`src/rtl/multicycle_control.sv`:
```
// Multi-cycle sequencer driving register-file, ALU and data-memory control lines.
// Optional retired-instruction counter enabled by defining CONTROL_RETIRE_CNT_EN.
module multicycle_control #(
  parameter int SIZE    = 32,
  parameter int COUNT_W = 16
) (
  input  logic            clk,
  input  logic            rst,
  input  logic            instr_valid,
  input  logic [SIZE-1:0] instruction,
  output logic            instr_ready,
  output logic            done,
  output logic [4:0]      rf_addr_a,
  output logic [4:0]      rf_addr_b,
  output logic            rf_write_enable,
  output logic [4:0]      rf_write_addr,
  output logic            wb_sel,
  output logic            alu_op,
  output logic            dm_read,
  output logic            dm_write_enable,
  output logic [4:0]      dm_write_addr
`ifdef CONTROL_RETIRE_CNT_EN
  ,
  output logic [COUNT_W-1:0] retired_count
`endif
);

  typedef enum logic [2:0] {IDLE, DECODE, EXEC, MEM, WB} state_t;
  typedef enum logic [1:0] {OP_LW, OP_SW, OP_ADD, OP_SUB} opcode_t;

  state_t          state, state_next;
  logic [SIZE-1:0] ir;
  opcode_t         op;
  logic [4:0]      rd, rs1, rs2, maddr;

  assign op    = opcode_t'(ir[1:0]);
  assign rd    = ir[11:7];
  assign rs1   = ir[19:15];
  assign rs2   = ir[24:20];
  assign maddr = ir[31:27];

  // Bits of ir that carry no field for this instruction set.
  logic unused_ir;
  assign unused_ir = ^{ir[6:2], ir[14:12], ir[26:25]};

  always_ff @(posedge clk) begin
    if (rst) begin
      state <= IDLE;
      ir    <= '0;
    end else begin
      state <= state_next;
      if (state == IDLE && instr_valid)
        ir <= instruction;
    end
  end

  always_comb begin
    state_next = state;
    unique case (state)
      IDLE:    if (instr_valid) state_next = DECODE;
      DECODE:  state_next = (op == OP_ADD || op == OP_SUB) ? EXEC : MEM;
      EXEC:    state_next = WB;
      MEM:     state_next = (op == OP_LW) ? WB : IDLE;
      WB:      state_next = IDLE;
      default: state_next = IDLE;
    endcase
  end

  always_comb begin
    instr_ready     = 1'b0;
    done            = 1'b0;
    rf_addr_a       = '0;
    rf_addr_b       = '0;
    rf_write_enable = 1'b0;
    rf_write_addr   = '0;
    wb_sel          = 1'b0;
    alu_op          = 1'b0;
    dm_read         = 1'b0;
    dm_write_enable = 1'b0;
    dm_write_addr   = '0;
    unique case (state)
      IDLE: instr_ready = 1'b1;
      DECODE: begin
        rf_addr_a = rs1;
        rf_addr_b = rs2;
      end
      EXEC: begin
        rf_addr_a = rs1;
        rf_addr_b = rs2;
        alu_op    = ir[0];
      end
      MEM: begin
        dm_write_addr = maddr;
        if (op == OP_LW) begin
          dm_read = 1'b1;
        end else begin
          // Store data is read through port B, so the store retires here.
          dm_write_enable = 1'b1;
          rf_addr_b       = rs2;
          done            = 1'b1;
        end
      end
      WB: begin
        rf_write_enable = 1'b1;
        rf_write_addr   = rd;
        done            = 1'b1;
        wb_sel          = (op == OP_LW);
        alu_op          = (op == OP_LW) ? 1'b0 : ir[0];
      end
      default: ;
    endcase
  end

`ifdef CONTROL_RETIRE_CNT_EN
  always_ff @(posedge clk) begin
    if (rst)
      retired_count <= '0;
    else if (done)
      retired_count <= retired_count + COUNT_W'(1);
  end
`else
  localparam int unused_count_w = COUNT_W;
`endif

endmodule
```
`config.mk`:
```
export PLATFORM = sky130hd
export DESIGN_NAME = multicycle_control
export DESIGN_NICKNAME = d
export VERILOG_FILES = /design/src/rtl/multicycle_control.sv
export SDC_FILE = /design/constraint.sdc
export NUM_CORES = 1
export LEC_CHECK = 0
export CORE_MARGIN = 10
export CORE_UTILIZATION = 39
export CTS_BUF_LIST = sky130_fd_sc_hd__clkbuf_4 sky130_fd_sc_hd__clkbuf_8
export DETAILED_ROUTE_END_ITERATION = 10
export PLACE_DENSITY = 0.84
export RECOVER_POWER = 100
export SYNTH_ARGS = -nofsm -noshare
export SYNTH_HDL_FRONTEND = slang
export SYNTH_SLANG_ARGS = --single-unit
```
`constraint.sdc`:
```
create_clock -name clk -period 1.18 [get_ports clk]
set_input_delay 0.236 -clock clk [delete_from_list [all_inputs] [get_ports clk]]
set_output_delay 0.236 -clock clk [all_outputs]
set_load 0.005 [all_outputs]
```
; ---- Word-level counts from Yosys, hierarchy flattened
; Index checks and enable logic that the tools add are counted.
[op_classes]
eq_ne = 7
muxes = 19
reduce_logical = 5
[ops]
columns = operator, n
row1 = 2-to-1 mux 5 bit, 4
row2 = one-hot mux 3 bit (4 select lines), 1
row3 = one-hot mux 5 bit (2 select lines), 1
row4 = 2-to-1 mux 1 bit, 9
row5 = equality test 3 x 2 -> 1 bit (second input constant), 2
row6 = 2-to-1 mux 3 bit, 2
row7 = equality test 2 bit (second input constant), 2
row8 = one-hot mux 1 bit (2 select lines), 2
row9 = equality test 3 x 1 -> 1 bit (second input constant), 1
row10 = equality test 3 bit (second input constant), 1
row11 = logical NOT 3 bit, 1
row12 = logical NOT 2 bit, 1
row13 = inequality test 2 bit (second input constant), 1
row14 = OR reduction 2 bit, 1
row15 = logical AND 1 bit, 1
row16 = logical OR 1 bit, 1
[word_totals]
ff_bits = 35
word_cells = 33

; ---- Depth between registers and ports, before layout
; Gate-level depths: netlist (run 1).
[logic_depth]
ltp_word = 4
ltp_mapped = 4
depth_no_buf = 2

; ---- Worst setup path before layout (run 1)
; OpenSTA, ideal clock, no wires.
[synth_timing]
kind = register to output
start = register state[0]
end = output rf_write_addr[1]
arrival_time_ps = 1042
required_ps = 944
setup_slack_ps = -98
path_stages_with_launch = 5
n_path_buf = 2
cell_sequence = dfxtp_1 > buf_2 > nor2_1 > buf_2 > and3_1
[synth_via]
elab_chain_cells = 2
[synth_lines]
columns = item, line
row1 = from (decl), 31  ; state_t state, state_next;
row2 = from (signal assigned), 51  ; state <= state_next;
row3 = equality test 3 bit, 81  ; unique case (state)
row4 = 2-to-1 mux 5 bit, 81
row5 = to (decl), 16  ; output logic [4:0] rf_write_addr,
; Every way passes these cells.

; ---- Worst setup path in the final report (run 1)
[layout_timing]
start = register state[1]
end = output rf_addr_b[2]
[layout_via]
elab_chain_cells = 3
word_cells_on_any_way = 5
classes_between = eq/ne (3) / mux (1) / reduce/logical (1)
[layout_lines]
columns = item, line
row1 = equality test 3 x 2 -> 1 bit / equality test 3 x 1 -> 1 bit (equally long branches), 81
row2 = OR reduction 2 bit (no line), -
row3 = one-hot mux 5 bit (2 select lines) *, 81
row4 = to (decl), 14  ; output logic [4:0] rf_addr_b,
; Every way passes the cells marked *; elsewhere a longest branch is shown, timed or not.

==> flow_metrics.tcl, run 1 <==
set metrics [dict create \
    yosysSeqAreaShare 0.3540 \
    r2r_setup_slack_ps -490 \
    h-tree-depth 1 \
    r2r-start "state[1]" \
    finClkSkew_ps 7.399 \
    cts-buffers-inserted 3 \
    power.internal_mw 1.543 \
    avgRoutedWirePerCell_um 18.32 \
    critical_path.cell_chain "nor2_2, buf_6, buf_6, nor4b_2, buf_2" \
    initial_core_util 0.4139 \
    drt-total-wl_mm 4.964 \
    clkLatencyLatePin_ps 310 \
    grt_usage 0.1438 \
    grt-ovfl-total 0 \
    num_io_pins 62 \
    cts_hold_buf 0 \
    ys_ff_latch 25 \
    antenna_found_initial 0 \
    cp-end-kind "primary output" \
    crit_path_max_incr_delay_ps 410 \
    place_inst 250 \
    cts_tree "done" \
    finalCritPeriodShare 1.495 \
    drive_above_1_share 0.4533 \
    cap_viol_max_count 0 \
    clkTransAtPathRegs_ps 140 \
    cts_num_sinks 25 \
    final_core_util 0.7212 \
    cts_buffer_depth 2 \
    path_max_fanout 10 \
    maxSlewHeadroom 0.8016 \
    clock-root-buffer "clkbuf_4" \
    power_frac_clock 0.189 \
    rsz0062_at_grt "yes" \
    outcome "finished with violations" \
    sequentialPowerShare 0.445 \
    worstSetupPathType "reg2out" \
    rows 21 \
    first_pass_iters 4 \
    drc_errors 0 \
    peakVddDrop_v 0.0004790 \
    hold-worst-slack_ps 465.9 \
    ys_types 21 \
    min_period_ps 1764 \
    slew_viol_final 0 \
    critPathArrivalTime_ps 1530 \
    core_area_um2 3416 \
    cp_slowest_cell "dfxtp_4" \
    gp_congestion 0.7215 \
    critPathLaunchType "flop" \
    finalHoldViolations 0 \
    cp_num_buf_inv 3 \
    mappedNetlistArea_um2 1414 \
    die_width_um 80.21 \
    violations "setup timing" \
    nFillCells 237 \
    syn_to_final_growth_pct 74.25 \
    stdcell_count 271 \
    grt_max_degree 48 \
    synth.avg_cell_area_um2 9.684 \
    timing.rr.end "ir[0]" \
    vias 1359 \
    power_frac_comb 0.366 \
    syn-instance-count 146 \
    setup_slack_ps -583.5 \
    hold_class "in2reg" \
    path_common_cell "buf_6" \
    max_freq_ghz 0.5670 \
    grt_first_pass_wirelength_mm 7.541 \
    tightest_slew_ps 297.6 \
    dp_hpwl_mm 2.883 \
    die_h_um 80.21 \
    synth_warnings 0 \
    die-area_um2 6434 \
    seqCellArea_um2 511.7 \
    p_leak_nw 1.029 \
    p_per_area_nw_per_um2 883.4 \
    ant_nets 0 \
    swShare 0.2912 \
    portBuffers 51 \
    finalNetCount 261 \
    min_from "instruction[9]" \
    r2r_cells 7 \
    power.switching_mw 0.6338 \
    grt_pass1_vias 1511 \
    syn_nets 181 \
    multi_input_area_um2 1007 \
    antenna_cells 0 \
    hold_depth 3 \
    setup_viol 50 \
    path_delay_family "buffers and inverters" \
    detail_route.iter0.violations 139 \
    cp_data_required_time_ps 940 \
    vias_per_cell 5.015 \
    hold_end "ir[9]" \
]
## sequential cells by signal, summed over array words and instances (netlist names)
name,cells
ir,22
state,3
## Yosys cell counts
library cell | instances | area share
nor4b_2 | 5 | 0.053
xnor2_1 | 2 | 0.012
o21ai_0 | 1 | 0.0035
buf_6 | 3 | 0.024
mux2i_1 | 22 | 0.16
and3_1 | 7 | 0.031
nand3b_1 | 1 | 0.0053
dfxtp_1 | 25 | 0.35
o2bb2ai_1 | 1 | 0.0062
a2111oi_1 | 1 | 0.0071
and2_1 | 6 | 0.027
buf_2 | 4 | 0.014
clkbuf_1 | 6 | 0.016
nor3_1 | 2 | 0.0071
nand2b_1 | 46 | 0.20
nor4b_4 | 1 | 0.017
and4bb_2 | 1 | 0.0088
nor4b_1 | 1 | 0.0062
nor2_1 | 4 | 0.011
and3b_1 | 1 | 0.0062
nor3b_1 | 6 | 0.032
## logic make-up (layout without fill, tap and decap cells)
group | after synthesis | after routing | share of synthesized area
XOR/XNOR | 2 | 2 | 0.01239
AO/OA/AOI/OAI | 3 | 3 | 0.01681
flip-flops | 25 | 25 | 0.3540
buffers and inverters | 13 | 92 | 0.05398
AND/OR/NAND/NOR | 81 | 81 | 0.4071
multiplexers | 22 | 22 | 0.1558
## worst max-delay path by stage
stage               startpoint           end  slack [ps]  depth (start not counted)
floorplan             state[2]         ir[0]         -20                          4
global placement      state[1]  rf_addr_b[4]        -470                          4
detailed placement    state[1]  rf_addr_b[4]        -540                          4
CTS                   state[1]  rf_addr_b[4]        -520                          4
global route          state[1]  rf_addr_b[2]        -640                          5
finish                state[1]  rf_addr_b[2]        -580                          5
## stage by stage
step                      instance area (µm²)  power (mW)  worst slack, ps  TNS [ps]
after floorplan                          1431       1.284           -19.36    -532.5
after detailed placement                 2071       1.535           -544.6    -19990
final                                    2464       2.176           -583.5    -21720
after global placement                   2071       1.511           -466.5    -17930
after CTS                                2366       2.085           -522.5    -20460
after global routing                     2464       2.286           -644.7    -24280
## power by group through the flow
stage                     logic (mW)  registers (mW)  clock network (mW)
after floorplan                0.315           0.969                   0
after global placement         0.533           0.978                   0
after detailed placement       0.550           0.985                   0
after CTS                      0.695           0.961               0.428
after global routing           0.841           0.975               0.471
final                          0.796           0.968               0.412
## placed cells by master (no fill, tap or decap), types with 5 or more instances in the layout
cell type        instances
clkdlybuf4s50_1         24
mux2i_1                 21
buf_12                   5
buf_4                   19
dfxtp_1                 22
buf_2                   16
and3_1                   5
and2_4                   5
clkdlybuf4s15_2          5
nand2b_1                45
buf_6                   16
nor3b_2                  6
## worst reg2reg max path: cells and delay by family (launching register included)
kind | cells | cell delay [ps]
muxes | 1 | 240
buffers and inverters | 5 | 710
and+or+nand+nor | 1 | 260
DFF | 1 | 400
## what timing repair did
| item | CTS | global route |
|---|---|---|
| setup buffers | 15 | 1 |
| cloned | 1 | 0 |
| hold endpoints to repair | 0 | 0 |
| setup endpoints to repair | 49 | 51 |
| resized for setup | 154 | 15 |
| pin swaps | 15 | 7 |
## final cells by class
class	instances	share of cell area
Sequential cell	25	0.2077
Clock buffer	4	0.01219
Timing Repair Buffer	88	0.3479
Multi-Input combinational cell	108	0.4088
Tap cell	46	0.02336
## per-layer routing
metal  global-route usage  wire [µm]
met1               0.1619       2028
met5                    0          0
met3              0.03452        270
met4              0.04754         63
met2               0.2576       2601
Note: power is estimated with default switching activity, not from simulation.
==> inputs of run 2 (changes only) <==
--- a/config.mk
+++ b/config.mk
@@ -11,6 +11,8 @@
 export DETAILED_ROUTE_END_ITERATION = 10
 export PLACE_DENSITY = 0.84
 export RECOVER_POWER = 100
+export SETUP_SLACK_MARGIN = 0.3
+export SLEW_MARGIN = 20
 export SYNTH_ARGS = -nofsm -noshare
 export SYNTH_HDL_FRONTEND = slang
 export SYNTH_SLANG_ARGS = --single-unit
==> run 2 against run 1 <==
The run still ends with setup timing left. Via count is 1.8% lower. Final cell count is 0.37% higher. Final area is 0.51% lower. Sequential power is 0.4% higher. Worst hold slack worse by 6.8 ps. Power is 1.3% higher. Utilization is 0.37 points lower. Critical path depth stayed put. Clock skew is 3.6 ps higher. Critical endpoint is now rf_addr_b[1].
==> flow_metrics.tcl, run 2 (synthesis results as in run 1) <==
set metrics [dict create \
    peakVddDrop_v 0.0007365 \
    antenna_cells 0 \
    cts-buffers-inserted 3 \
    power.switching_mw 0.6434 \
    setup_slack_ps -542.9 \
    critPathLaunchType "flop" \
    drc_errors 0 \
    final_core_util 0.7176 \
    cp-end-kind "primary output" \
    critPathArrivalTime_ps 1490 \
    die_width_um 80.21 \
    drive_above_1_share 0.4735 \
    clkLatencyLatePin_ps 330 \
    dp_slack_ps -493.2 \
    swShare 0.2918 \
    setup_viol 50 \
    grt_usage 0.1343 \
    antenna_found_initial 0 \
    portBuffers 51 \
    drt-total-wl_mm 4.751 \
    detail_route.iter0.violations 62 \
    grt_first_pass_wirelength_mm 7.003 \
    hold_class "in2reg" \
    gp_congestion 0.8491 \
    total_power_mw 2.205 \
    vias 1334 \
    cts_tree "done" \
    tightest_slew_ps 290.5 \
    rows 21 \
    core_area_um2 3416 \
    power.internal_mw 1.561 \
    p_per_area_nw_per_um2 899.4 \
    p_leak_nw 1.030 \
    power_frac_clock 0.193 \
    stdcell_count 272 \
    final_cell_mix "nand2b_1, clkdlybuf4s50_1, mux2i_1" \
    maxSlewHeadroom 0.8063 \
    cts_buffer_depth 2 \
    finalHoldViolations 0 \
    power_frac_comb 0.366 \
    min_period_ps 1723 \
    worstSetupPathType "reg2out" \
    placed_area_um2 2131 \
    final_common_cell "nand2b_1" \
    rsz0062_at_grt "yes" \
    finalCritPeriodShare 1.460 \
    clkTransAtPathRegs_ps 150 \
    final_area_um2 2451 \
    die-area_um2 6434 \
    finalNetCount 262 \
    syn_to_final_growth_pct 73.36 \
    grt_pass1_vias 1419 \
    avgRoutedWirePerCell_um 17.47 \
    num_io_pins 62 \
    violations "setup timing" \
    cap_viol_max_count 0 \
    initial_core_util 0.4139 \
    dp_hpwl_mm 2.964 \
    sequentialPowerShare 0.441 \
    grt_max_degree 27 \
    path_max_fanout 6 \
    hold-worst-slack_ps 459.1 \
    h-tree-depth 1 \
    cts_hold_buf 0 \
    first_pass_iters 4 \
    die_h_um 80.21 \
    reg_top3 "ir (22), state (3)" \
    ant_nets 0 \
    place_inst 254 \
    clock-root-buffer "clkbuf_4" \
    cp_data_required_time_ps 940 \
    outcome "finished with violations" \
    largest_reg_flops 22 \
    grt-ovfl-total 0 \
    cts_num_sinks 25 \
    vias_per_cell 4.904 \
    slew_viol_final 0 \
    fin_tns_setup_ps -18120 \
    max_freq_ghz 0.5804 \
    finClkSkew_ps 10.99 \
    top_register "ir" \
]
## run 2: path summary, 6_finish.rpt
check | start | endpoint | slack [ps] | cells past startpoint
hold reg to reg | ir[30] | ir[30] | 480 | 2
setup / recovery | state[1] | rf_addr_b[1] | -540 | 5
hold / removal | instruction[19] | ir[19] | 460 | 3
setup reg to reg | state[0] | ir[22] | -320 | 6
## run 2: worst max-delay path, stage by stage (launching register included)
cell	delay (ps)
dfxtp_4	430
nor2_4	60
buf_6	130
buf_6	120
nor4b_4	250
buf_2	160
## run 2: final cells by class
| cell class | instances | area, µm² |
|---|---|---|
| Multi-Input combinational cell | 108 | 1022 |
| Fill cell | 239 | 964.7 |
| Timing Repair Buffer | 89 | 828.3 |
| Sequential cell | 25 | 513.0 |
| Tap cell | 46 | 57.56 |
| Clock buffer | 4 | 30.03 |
## run 2: power groups by stage
| stage | Combinational [mW] | Sequential (mW) | Clock, mW |
|---|---|---|---|
| finish | 0.806 | 0.972 | 0.426 |
| global route | 0.853 | 0.980 | 0.454 |
| CTS | 0.683 | 0.968 | 0.417 |
| detailed placement | 0.592 | 0.982 | 0 |
| global placement | 0.575 | 0.975 | 0 |
| floorplan | 0.315 | 0.970 | 0 |
## run 2: what timing repair did
action,4_1_cts,5_1_grt
setup buffers,6,6
pin swaps,19,12
resized for setup,148,24
endpoints found under the setup margin,52,52
cloned,1,1
## run 2: metal layers
metal	global-route usage	wire, µm	vias up
met2	0.2456	2492	38
met4	0.04401	74	0
li1	-	-	650
met3	0.04232	190	6
met1	0.1417	1994	640
met5	0	0	-
==> inputs of run 3 (changes only) <==
--- a/config.mk
+++ b/config.mk
@@ -9,7 +9,7 @@
 export CORE_UTILIZATION = 39
 export CTS_BUF_LIST = sky130_fd_sc_hd__clkbuf_4 sky130_fd_sc_hd__clkbuf_8
 export DETAILED_ROUTE_END_ITERATION = 10
-export PLACE_DENSITY = 0.84
+export PLACE_DENSITY = 0.78
 export RECOVER_POWER = 100
 export SETUP_SLACK_MARGIN = 0.3
 export SLEW_MARGIN = 20
==> run 3 against run 2 <==
The run still ends with setup timing left. Clock power is 1% lower. Global-route usage is 0.18 points higher. Worst hold slack better by 5.9 ps. Combinational power is 0.5% lower. Critical path depth stayed put. Critical endpoint is now dm_write_addr[2]. Setup slack better by 16 ps. Maximum frequency is 0.96% higher. Routed wire length is 0.69% higher. Highest routed layer unchanged.
==> flow_metrics.tcl, run 3 (synthesis results as in run 1) <==
set metrics [dict create \
    outcome "finished with violations" \
    violations "setup timing" \
    gp_congestion 0.7865 \
    clock-root-buffer "clkbuf_4" \
    finalCritPeriodShare 1.446 \
    dp_slack_ps -530.9 \
    worstSetupPathType "reg2out" \
    r2r-start "state[0]" \
    die-area_um2 6434 \
    crit_path_end "dm_write_addr[2]" \
    finalHoldViolations 0 \
    startpoint "state[1]" \
    clkTransAtPathRegs_ps 150 \
    place_inst 248 \
    detail_route.iter0.violations 64 \
    stdcell_count 270 \
    placed_area_um2 2061 \
    grt_max_degree 28 \
    path_max_fanout 5 \
    r2r_cells 6 \
    num_io_pins 62 \
    grt-ovfl-total 0 \
    top_register "ir" \
    grt_usage 0.1362 \
    antenna_found_initial 0 \
    vias_per_cell 4.915 \
    nFillCells 237 \
    r2r_setup_slack_ps -330 \
    syn_to_final_growth_pct 73.36 \
    vias 1327 \
    min_period_ps 1707 \
    cts_tree "done" \
    die_h_um 80.21 \
    finalNetCount 260 \
    reg_top3 "ir (22), state (3)" \
    fin_tns_setup_ps -18850 \
    dp_hpwl_mm 2.838 \
    portBuffers 51 \
    timing.rr.end "ir[10]" \
    critPathLaunchType "flop" \
    cts_num_sinks 25 \
    finClkSkew_ps 16.03 \
    rows 21 \
    p_per_area_nw_per_um2 894.7 \
    cts_hold_buf 0 \
    avgRoutedWirePerCell_um 17.72 \
    drive_above_1_share 0.4598 \
    cp-end-kind "primary output" \
    multi_input_area_um2 1025 \
    maxSlewHeadroom 0.7870 \
    drc_errors 0 \
    critPathArrivalTime_ps 1470 \
    setup_slack_ps -526.6 \
    drt-total-wl_mm 4.784 \
    die_width_um 80.21 \
    h-tree-depth 1 \
    final_common_cell "nand2b_1" \
    setup_viol 50 \
    seqCellArea_um2 511.7 \
    ant_nets 0 \
    grt_pass1_vias 1365 \
    p_leak_nw 1.029 \
    slew_viol_final 0 \
    grt_first_pass_wirelength_mm 7.051 \
    cts_buffer_depth 2 \
    cp_data_required_time_ps 940 \
    first_pass_iters 4 \
    cap_viol_max_count 0 \
    cts-buffers-inserted 3 \
    initial_core_util 0.4139 \
    antenna_cells 0 \
    largest_reg_flops 22 \
    peakVddDrop_v 0.0004875 \
    core_area_um2 3416 \
    final_area_um2 2451 \
    max_freq_ghz 0.5860 \
    clkLatencyLatePin_ps 320 \
    hold_class "in2reg" \
    final_cell_mix "nand2b_1, buf_6, clkdlybuf4s50_1" \
    rsz0062_at_grt "yes" \
    total_power_mw 2.193 \
    tightest_slew_ps 319.5 \
]
-- run 3: cell count changes in the layout (fill, tap and decap cells not counted), moves of 2 or more --
cell	delta
nor4b_2	-2
nor4b_4	+2
buf_6	+4
nand2b_1	+2
nand2b_4	-2
buf_4	-5
-- run 3: worst max-delay path, cell delays in order, from the launching register on --
cell	delay, ps
dfxtp_4	400
buf_4	150
and3b_2	230
buf_6	130
and2_4	130
buf_6	110
-- run 3: timing repair --
item / CTS / global route
setup endpoints to repair: 52 / 52
buffers inserted: 14 / 1
gates resized for setup: 145 / 34
pin swaps: 16 / 15
gates cloned: 2 / 1
-- run 3: per-stage QoR --
step	util	hold WS (ps)
after floorplan	-	385.1
after global placement	0.6033	453.9
after detailed placement	0.6033	462.1
after CTS	0.6692	464.8
after global routing	0.7176	455.8
final	0.7176	465.0
-- run 3: final cells by class --
cell class | instances | area share
Multi-Input combinational cell | 108 | 0.4181
Timing Repair Buffer | 87 | 0.3374
Sequential cell | 25 | 0.2088
Tap cell | 46 | 0.02348
Clock buffer | 4 | 0.01225
-- run 3: worst min-delay path by stage --
stage / start / to / slack, ps / cells after the start
floorplan: instr_valid / state[0] / 390 / 2
global placement: ir[31] / ir[31] / 450 / 2
detailed placement: ir[16] / ir[16] / 460 / 2
CTS: instruction[15] / ir[15] / 460 / 3
global route: instruction[16] / ir[16] / 460 / 3
finish: instruction[9] / ir[9] / 470 / 3
-- run 3: report_power, final --
| part | switching, mW | total [mW] | internal, mW |
|---|---|---|---|
| Sequential | 0.0531 | 0.970 | 0.916 |
| Combinational | 0.322 | 0.802 | 0.480 |
| Clock | 0.266 | 0.421 | 0.155 |
| Total | 0.641 | 2.19 | 1.55 |
-- run 3: layer usage --
| layer | track usage | vias up | part of all wire | wire length (µm) |
|---|---|---|---|---|
| met5 | 0 | - | 0 | 0 |
| met3 | 0.04120 | 8 | 0.051 | 244 |
| met2 | 0.2263 | 37 | 0.52 | 2480 |
| met4 | 0.03169 | 0 | 0.017 | 82 |
| met1 | 0.1673 | 638 | 0.41 | 1977 |
| li1 | - | 644 | - | - |
